File: config.mk
export PLATFORM = sky130hd
export DESIGN_NAME = hpm_perf_counters
export DESIGN_NICKNAME = d
export VERILOG_FILES = /design/src/rtl/perf_pkg.sv /design/src/rtl/perf_commit_decode.sv /design/src/rtl/hpm_perf_counters.sv
export SDC_FILE = /design/constraint.sdc
export NUM_CORES = 2
export LEC_CHECK = 0
export CORE_ASPECT_RATIO = 1.5
export CORE_MARGIN = 3
export CORE_UTILIZATION = 45
export CTS_CLUSTER_DIAMETER = 50
export DETAILED_ROUTE_END_ITERATION = 16
export DONT_BUFFER_PORTS = 1
export HOLD_SLACK_MARGIN = 0.05
export SYNTH_ARGS = -nofsm -noshare
export SYNTH_HDL_FRONTEND = slang
export SYNTH_SLANG_ARGS = --single-unit
File: constraint.sdc
create_clock -name clk_i -period 29.7 [get_ports clk_i]
set_input_delay 5.94 -clock clk_i [delete_from_list [all_inputs] [get_ports clk_i]]
set_output_delay 5.94 -clock clk_i [all_outputs]
set_load 0.05 [all_outputs]
File: src/rtl/perf_pkg.sv
// Shared types, counter address map and commit classification helpers
// for the hardware performance-monitor counter bank.
package perf_pkg;

  // Functional unit of a committing instruction.
  typedef enum logic [2:0] {
    NONE      = 3'd0,
    LOAD      = 3'd1,
    STORE     = 3'd2,
    ALU       = 3'd3,
    CTRL_FLOW = 3'd4,
    MULT      = 3'd5,
    CSR       = 3'd6
  } fu_t;

  // Operation subset; only JAL/JALR matter for call/return classification.
  typedef enum logic [2:0] {
    ADD  = 3'd0,
    SUB  = 3'd1,
    JAL  = 3'd2,
    JALR = 3'd3,
    LW   = 3'd4,
    SW   = 3'd5
  } op_t;

  typedef struct packed {
    fu_t        fu;
    op_t        op;
    logic [4:0] rs1;
    logic [4:0] rd;
  } commit_entry_t;

  typedef struct packed {
    logic [31:0] cause;
    logic [31:0] tval;
    logic        valid;
  } exception_t;

  typedef struct packed {
    logic valid;
    logic is_mispredict;
  } bp_resolve_t;

  // Counter addresses (low 5 bits of CSR 0xB03..0xB10).
  localparam logic [4:0] CNT_L1I_MISS   = 5'h03;
  localparam logic [4:0] CNT_L1D_MISS   = 5'h04;
  localparam logic [4:0] CNT_ITLB_MISS  = 5'h05;
  localparam logic [4:0] CNT_DTLB_MISS  = 5'h06;
  localparam logic [4:0] CNT_LOAD       = 5'h07;
  localparam logic [4:0] CNT_STORE      = 5'h08;
  localparam logic [4:0] CNT_EXCEPTION  = 5'h09;
  localparam logic [4:0] CNT_ERET       = 5'h0A;
  localparam logic [4:0] CNT_BRANCH     = 5'h0B;
  localparam logic [4:0] CNT_CALL       = 5'h0C;
  localparam logic [4:0] CNT_RET        = 5'h0D;
  localparam logic [4:0] CNT_MISPREDICT = 5'h0E;
  localparam logic [4:0] CNT_SB_FULL    = 5'h0F;
  localparam logic [4:0] CNT_IF_EMPTY   = 5'h10;

  // Counters occupy a dense window starting at ADDR_FIRST.
  localparam int ADDR_FIRST = 3;
  localparam int NUM_CNT    = 14;

  // Storage index for a counter address inside the dense window.
  function automatic int cnt_idx(input logic [4:0] addr);
    return int'(addr) - ADDR_FIRST;
  endfunction

  // x1 (ra) and x5 (t0) are the link registers of the calling convention.
  function automatic logic is_link_reg(input logic [4:0] r);
    return (r == 5'd1) || (r == 5'd5);
  endfunction

  function automatic logic is_call(input commit_entry_t e);
    return (e.fu == CTRL_FLOW) && ((e.op == JAL) || (e.op == JALR)) && is_link_reg(e.rd);
  endfunction

  function automatic logic is_ret(input commit_entry_t e);
    return (e.fu == CTRL_FLOW) && (e.op == JALR) && is_link_reg(e.rs1) && (e.rd == 5'd0);
  endfunction

endpackage

File: src/rtl/perf_commit_decode.sv
// Per-port commit classifier plus popcount: reports how many acked ports
// committed a load, store, call or return this cycle.
module perf_commit_decode
  import perf_pkg::*;
#(
  parameter int NR_COMMIT_PORTS = 4,
  parameter int CW              = 3
) (
  input  commit_entry_t              commit_instr_i [NR_COMMIT_PORTS],
  input  logic [NR_COMMIT_PORTS-1:0] commit_ack_i,
  output logic [CW-1:0]              load_cnt,
  output logic [CW-1:0]              store_cnt,
  output logic [CW-1:0]              call_cnt,
  output logic [CW-1:0]              ret_cnt
);

  logic [NR_COMMIT_PORTS-1:0] load_hit;
  logic [NR_COMMIT_PORTS-1:0] store_hit;
  logic [NR_COMMIT_PORTS-1:0] call_hit;
  logic [NR_COMMIT_PORTS-1:0] ret_hit;

  // Classify each port; an unacked port never contributes.
  always_comb begin
    load_hit  = '0;
    store_hit = '0;
    call_hit  = '0;
    ret_hit   = '0;
    for (int p = 0; p < NR_COMMIT_PORTS; p++) begin
      load_hit[p]  = commit_ack_i[p] && (commit_instr_i[p].fu == LOAD);
      store_hit[p] = commit_ack_i[p] && (commit_instr_i[p].fu == STORE);
      call_hit[p]  = commit_ack_i[p] && is_call(commit_instr_i[p]);
      ret_hit[p]   = commit_ack_i[p] && is_ret(commit_instr_i[p]);
    end
  end

  // Population count of each hit vector.
  always_comb begin
    load_cnt  = '0;
    store_cnt = '0;
    call_cnt  = '0;
    ret_cnt   = '0;
    for (int p = 0; p < NR_COMMIT_PORTS; p++) begin
      load_cnt  = load_cnt  + CW'(load_hit[p]);
      store_cnt = store_cnt + CW'(store_hit[p]);
      call_cnt  = call_cnt  + CW'(call_hit[p]);
      ret_cnt   = ret_cnt   + CW'(ret_hit[p]);
    end
  end

endmodule

File: src/rtl/hpm_perf_counters.sv
// Hardware performance-monitor counter bank. Fourteen wrapping counters
// at addresses 0x03..0x10, read combinationally and overwritten by the
// CSR unit.
//
// Write interface: a write is a single-cycle strobe with no handshake.
// When we_i is high at a rising clk_i edge and addr_i names a counter,
// that counter takes data_i and its own increment for that cycle is
// dropped; every other counter keeps counting. Unmapped writes are ignored.
module hpm_perf_counters
  import perf_pkg::*;
#(
  parameter int NR_COMMIT_PORTS = 4,
  parameter int CNT_WIDTH       = 32
) (
  input  logic                       clk_i,
  input  logic                       rst_i,
  input  logic                       debug_mode_i,
  input  logic [4:0]                 addr_i,
  input  logic                       we_i,
  input  logic [CNT_WIDTH-1:0]       data_i,
  output logic [CNT_WIDTH-1:0]       data_o,
  input  commit_entry_t              commit_instr_i [NR_COMMIT_PORTS],
  input  logic [NR_COMMIT_PORTS-1:0] commit_ack_i,
  input  logic                       l1_icache_miss_i,
  input  logic                       l1_dcache_miss_i,
  input  logic                       itlb_miss_i,
  input  logic                       dtlb_miss_i,
  input  logic                       sb_full_i,
  input  logic                       if_empty_i,
  input  exception_t                 ex_i,
  input  logic                       eret_i,
  input  bp_resolve_t                resolved_branch_i
);

  localparam int CW = $clog2(NR_COMMIT_PORTS + 1);

  logic [CW-1:0]        load_cnt;
  logic [CW-1:0]        store_cnt;
  logic [CW-1:0]        call_cnt;
  logic [CW-1:0]        ret_cnt;

  logic [CNT_WIDTH-1:0] cnt_q   [NUM_CNT];
  logic [CNT_WIDTH-1:0] inc     [NUM_CNT];
  logic [NUM_CNT-1:0]   wr_hit;

  // Exception cause/value are not counted, only the valid strobe.
  logic unused_ex;
  assign unused_ex = ^{ex_i.cause, ex_i.tval};

  perf_commit_decode #(
    .NR_COMMIT_PORTS (NR_COMMIT_PORTS),
    .CW              (CW)
  ) u_commit_decode (
    .commit_instr_i (commit_instr_i),
    .commit_ack_i   (commit_ack_i),
    .load_cnt       (load_cnt),
    .store_cnt      (store_cnt),
    .call_cnt       (call_cnt),
    .ret_cnt        (ret_cnt)
  );

  // Per-counter increment amount for this cycle.
  always_comb begin
    for (int i = 0; i < NUM_CNT; i++) inc[i] = '0;
    inc[cnt_idx(CNT_L1I_MISS)]   = CNT_WIDTH'(l1_icache_miss_i);
    inc[cnt_idx(CNT_L1D_MISS)]   = CNT_WIDTH'(l1_dcache_miss_i);
    inc[cnt_idx(CNT_ITLB_MISS)]  = CNT_WIDTH'(itlb_miss_i);
    inc[cnt_idx(CNT_DTLB_MISS)]  = CNT_WIDTH'(dtlb_miss_i);
    inc[cnt_idx(CNT_LOAD)]       = CNT_WIDTH'(load_cnt);
    inc[cnt_idx(CNT_STORE)]      = CNT_WIDTH'(store_cnt);
    inc[cnt_idx(CNT_EXCEPTION)]  = CNT_WIDTH'(ex_i.valid);
    inc[cnt_idx(CNT_ERET)]       = CNT_WIDTH'(eret_i);
    inc[cnt_idx(CNT_BRANCH)]     = CNT_WIDTH'(resolved_branch_i.valid);
    inc[cnt_idx(CNT_CALL)]       = CNT_WIDTH'(call_cnt);
    inc[cnt_idx(CNT_RET)]        = CNT_WIDTH'(ret_cnt);
    inc[cnt_idx(CNT_MISPREDICT)] = CNT_WIDTH'(resolved_branch_i.valid && resolved_branch_i.is_mispredict);
    inc[cnt_idx(CNT_SB_FULL)]    = CNT_WIDTH'(sb_full_i);
    inc[cnt_idx(CNT_IF_EMPTY)]   = CNT_WIDTH'(if_empty_i);
  end

  // Decode which counter (if any) the CSR write targets.
  always_comb begin
    wr_hit = '0;
    for (int i = 0; i < NUM_CNT; i++) begin
      wr_hit[i] = we_i && (addr_i == 5'(ADDR_FIRST + i));
    end
  end

  // Counter update: write beats increment; debug mode freezes increments only.
  always_ff @(posedge clk_i or posedge rst_i) begin
    if (rst_i) begin
      for (int i = 0; i < NUM_CNT; i++) cnt_q[i] <= '0;
    end else begin
      for (int i = 0; i < NUM_CNT; i++) begin
        if (wr_hit[i]) begin
          cnt_q[i] <= data_i;
        end else if (!debug_mode_i) begin
          cnt_q[i] <= cnt_q[i] + inc[i];
        end
      end
    end
  end

  // Combinational read; unmapped addresses return zero.
  always_comb begin
    data_o = '0;
    for (int i = 0; i < NUM_CNT; i++) begin
      if (addr_i == 5'(ADDR_FIRST + i)) data_o = cnt_q[i];
    end
  end

endmodule

# == Word-level counts from Yosys, hierarchy flattened ==
# Index checks and enable logic that the tools add are counted.
# Widths: inputs -> output; s select.
# totals
word_cells,213
out_inout_bits,32
register_bits,448
in_bits,183
# classes
n_reduce_logical,67
eq_ne,64
mux,42
n_addsub,26
# op_table
op,n
$mux 32,42
$add 32x1->32,10
$add 32x3->32,4
$eq 5x3->1 const B,12
$logic_and 1x1->1,51
$eq 5x1->1 const B,8
$eq 5x4->1 const B,8
$eq 3x2->1 const B,12
$ne 2x1->1 const B,14
$add 3x1->3,8
$logic_not 5->1,4
$eq 3x1->1 const B,4
$eq 3x3->1 const B,4
$logic_or 1x1->1,12
$add 1x1->2,4
$eq 5x2->1 const B,1
$eq 5x5->1 const B,1

# == Depth between registers and ports, before layout ==
# depth
word_depth,15
depth_mapped,16

# == Hierarchy ==
# A second synthesis with hierarchy kept.
# unflattened
cells_unflattened,3429
hier_area_um2,28660.0
# modules_own_cells
module,area_each_um2,n_inst,cells_each
hpm_perf_counters,28118.2,1,3368
perf_commit_decode,541.8,1,61

# == Worst setup path after synthesis ==
# Ideal clock, no wire load.
# synth_timing
path_type,input-to-output
from,input port addr_i[4]
to,output port data_o[28]
required_time_ns,23.760
cell_stages,8
setup_slack_ns,15.253
t_arrival_ns,8.507
path_cell_list,clkbuf_1 -> or4b_1 -> clkbuf_1 -> buf_2 -> o2bb2ai_1 -> o21ai_0 -> and3_1 -> o311ai_1
# synth_between
elab_chain_cells,15
word_cells_on_any_way,28
classes_between,eq/ne (14); mux (14)
# synth_lines
element,line,source
"start, declared",hpm_perf_counters.sv:18,"input logic [4:0] addr_i,"
$eq 5x2->1,hpm_perf_counters.sv:108,if (addr_i == 5'(ADDR_FIRST + i)) data_o = cnt_q[i];
$mux 32 (13 in series),hpm_perf_counters.sv:108,
$mux 32 (*),hpm_perf_counters.sv:108,
"end, declared",hpm_perf_counters.sv:21,"output logic [CNT_WIDTH-1:0] data_o,"
# Every way passes the cells marked *; elsewhere a longest branch is shown, timed or not.

# == Worst setup path after layout ==
# layout_timing
from,input port addr_i[4]
to,output port data_o[27]
# The elaborated chain is that of the path after synthesis.

==> results.md <==
* Die height at 318 um
* First-pass GRT wire length at 173000 um
* WP data required at 23.76 ns
* Final HPWL DP at 81600 um
* Ys Warns at 0
* FMAX at 65.5 MHz
* Rows at 113
* Most common cell after layout, fill and taps aside: nor2_1
* Antenna violation net count after detailed routing at 0
* Area share of the largest cell type after synthesis at 0.384
* Crit path DAT at 9.33 ns
* Fin nets at 3656
* Max reg flops at 448
* Grt total ovfl at 0
* Ratio of cells with drive above 1 in the final layout at 0.0606
* CTS HTree Levels at 2
* Initial antenna violation count at 8
* Period utilization at 0.514
* Predominant post-synthesis flop cell: dfrtp_1
* Area grow syn2layout at 8.41%
* Biggest register: cnt_q
* Syn Inst Count at 3554
* CTS Hold Bufs at 0
* Resized Gates After CTS at 0
* Top Usage Layer GRT: met2
* Final Instance Count excl. Fillers at 4335
* Post-synth EDFFs at 0
* Final Wtd Congestion at 0.998
* Slew of the pin with the lowest slew margin at 1.24 ns
* Flops & latches, synth at 448
* Worst setup path category: in -> out
* Distinct cells, synth at 80
* CTS tree: yes
* Placed cells at 4232
* CTS sink cnt at 448
* Peak VDD IR at 0.0592 mV
* Met1 Use GR at 0.369
* Area of the multi-input gates at 17000 um^2
* Post-Syn Area at 29200 um^2
* Leak at 12.5 nW
* Synth area leaders: dfrtp_1 38%, a21oi_1 9.4%, nor2_1 8.1%, xor2_1 7.3%, xnor2_1 5.3%
* IO Port Bufs at 0
* Avg Vias per Cell at 6.27
* Via count at 27200
* Most frequent cells in the layout: 630 x nor2_1, 546 x a21oi_1, 448 x dfrtp_1
* Relative slew slack at 0.172
* Die footprint at 68100 um^2
* Avg Cell Area, Syn at 8.22 um^2
* Fin. max-slew vios at 0
* RSZ-0062 raised after global routing: no
* Final setup fails at 0
* Critical path fanouts, max at 27
* Num CTS Buffers at 53
* Min Tclk post-route at 15.27 ns
* Asr flop ratio synth at 1.00
* Worst skew pair latency at 0.64 ns
* Hold Fails Final Rpt at 0
* Drt initial violations at 2882
* Syn nets at 3785
* Max Cap Violations at 0
* Setup TNS at 0 ns
* Ports at 215
* GRT Total Usage at 0.332
* Vias in the first global route at 27300
* Setup Buffers After CTS at 0
* P per Cell Area at 70.9 nW/um^2
* CP startpoint kind: input pin
* Fillcell total at 6122
* Reg area at 11200 um^2
* Fin Clk Skew at 0.0253 ns
* Clk root buf: clkbuf_16
* GR met2 Demand/Resource at 0.562
* CP Capture Type: output pin
* Worst reg2reg setup slack at 26.75 ns
* Post-synthesis sequential area ratio at 0.384
* Hold path cells at 2
* Yosys top cell by area: dfrtp_1
* Hold Path Class: reg -> reg
* Chip Width at 214 um
* Critical Path Source: addr_i[4]
* Hold Startpoint: cnt_q[159]
* Reg-to-Reg Start: cnt_q[224]
* Initial Util at 0.458
* DR WL/cell at 26.7 um
* Core Region at 63800 um^2
* Longest Clk Path Bufs at 3
* Top flop regs: cnt_q (448)
* Status: finished clean
* R2r worst-path depth at 7
* Pin count of the biggest net entering global routing at 151
* Routed WL at 116000 um
* 1st-pass router iterations at 8
* Drc violations at 0
* Clk slew on worst S/H paths at 0.06 ns
* GR Util met3 at 0.0691
[stage by stage]
| stage | power [W] | hold slack [ns] | worst slack (ns) | utilization | cell area (um^2) |
|---|---|---|---|---|---|
| 2_1_floorplan | 0.00136 | 0.544 | 11.27 | - | 29200 |
| 3_3_place_gp | 0.00151 | 0.570 | 14.71 | 0.467 | 29800 |
| 3_5_place_dp | 0.00154 | 0.574 | 14.73 | 0.467 | 29800 |
| 4_1_cts | 0.00225 | 0.588 | 14.71 | 0.497 | 31700 |
| 5_1_grt | 0.00236 | 0.619 | 14.51 | 0.497 | 31700 |
| 6_report | 0.00225 | 0.583 | 14.43 | 0.497 | 31700 |
[path summary, 6_finish.rpt]
path | end
max in group asynchronous | cnt_q[348]
worst min-delay path | cnt_q[159]
min in group asynchronous | cnt_q[353]
worst max-delay path | data_o[27]
worst min register to register | cnt_q[159]
worst max register to register | cnt_q[249]
[where the power goes]
| group | internal [W] | total (W) | switching [W] |
|---|---|---|---|
| registers | 0.000793 | 0.00106 | 0.000266 |
| clock network | 0.000416 | 0.000704 | 0.000288 |
| logic | 0.000232 | 0.000482 | 0.000250 |
| total | 0.00144 | 0.00225 | 0.000804 |
[kinds of logic after synthesis]
family,Yosys count,synth area share
compound gates,870,0.169
xor+xnor,420,0.126
fa+ha+maj,48,0.0226
buf+inv,276,0.0377
flops,448,0.384
mux,59,0.0209
simple gates,1433,0.240
[metal layers]
layer	share of wire	vias to the layer above	wire (um)
met5	0.00025	-	29
met4	0.088	4	10100
met3	0.078	473	9010
met2	0.48	1308	56000
met1	0.35	13200	40700
li1	-	12200	-
[layout make-up]
class,instances,area share
Multi-Input combinational cell,2830,0.536
Inverter,48,0.00593
Antenna cell,5,0.000395
Clock buffer,75,0.0489
Tap cell,862,0.0341
Timing Repair Buffer,44,0.0108
Sequential cell,448,0.354
Clock inverter,23,0.00956
[cells in the mapped netlist (7+ instances only)]
library cell,number
nor2_1,632
a21oi_1,546
dfrtp_1,448
xor2_1,243
nand2_1,207
xnor2_1,177
clkbuf_1,170
nand3_1,162
o21ai_0,122
nand4_1,99
and3_1,78
inv_1,48
mux2i_1,44
nor3_1,41
ha_1,40
buf_2,38
o22ai_1,37
and4_1,35
a22oi_1,26
nor2b_1,25
a21o_1,22
nor3b_1,20
and2_1,19
nor4_1,16
a222oi_1,15
buf_1,15
mux2_2,15
o32ai_1,13
a22o_1,11
a221oi_1,10
o221ai_1,10
and3b_1,9
fa_1,8
nand2b_1,8
nand4b_1,8
nor4bb_1,8
o21ai_1,8
or3_1,8
a211oi_1,7
o2bb2ai_1,7
[worst max-delay path, stage by stage]
cell      delay (ns)
nand3b_1        0.78
o32ai_1         0.78
a222oi_1        0.23
o21ai_0         0.47
a21oi_1         0.18
o21ai_1         0.90
(Power assumes the default switching activity.)
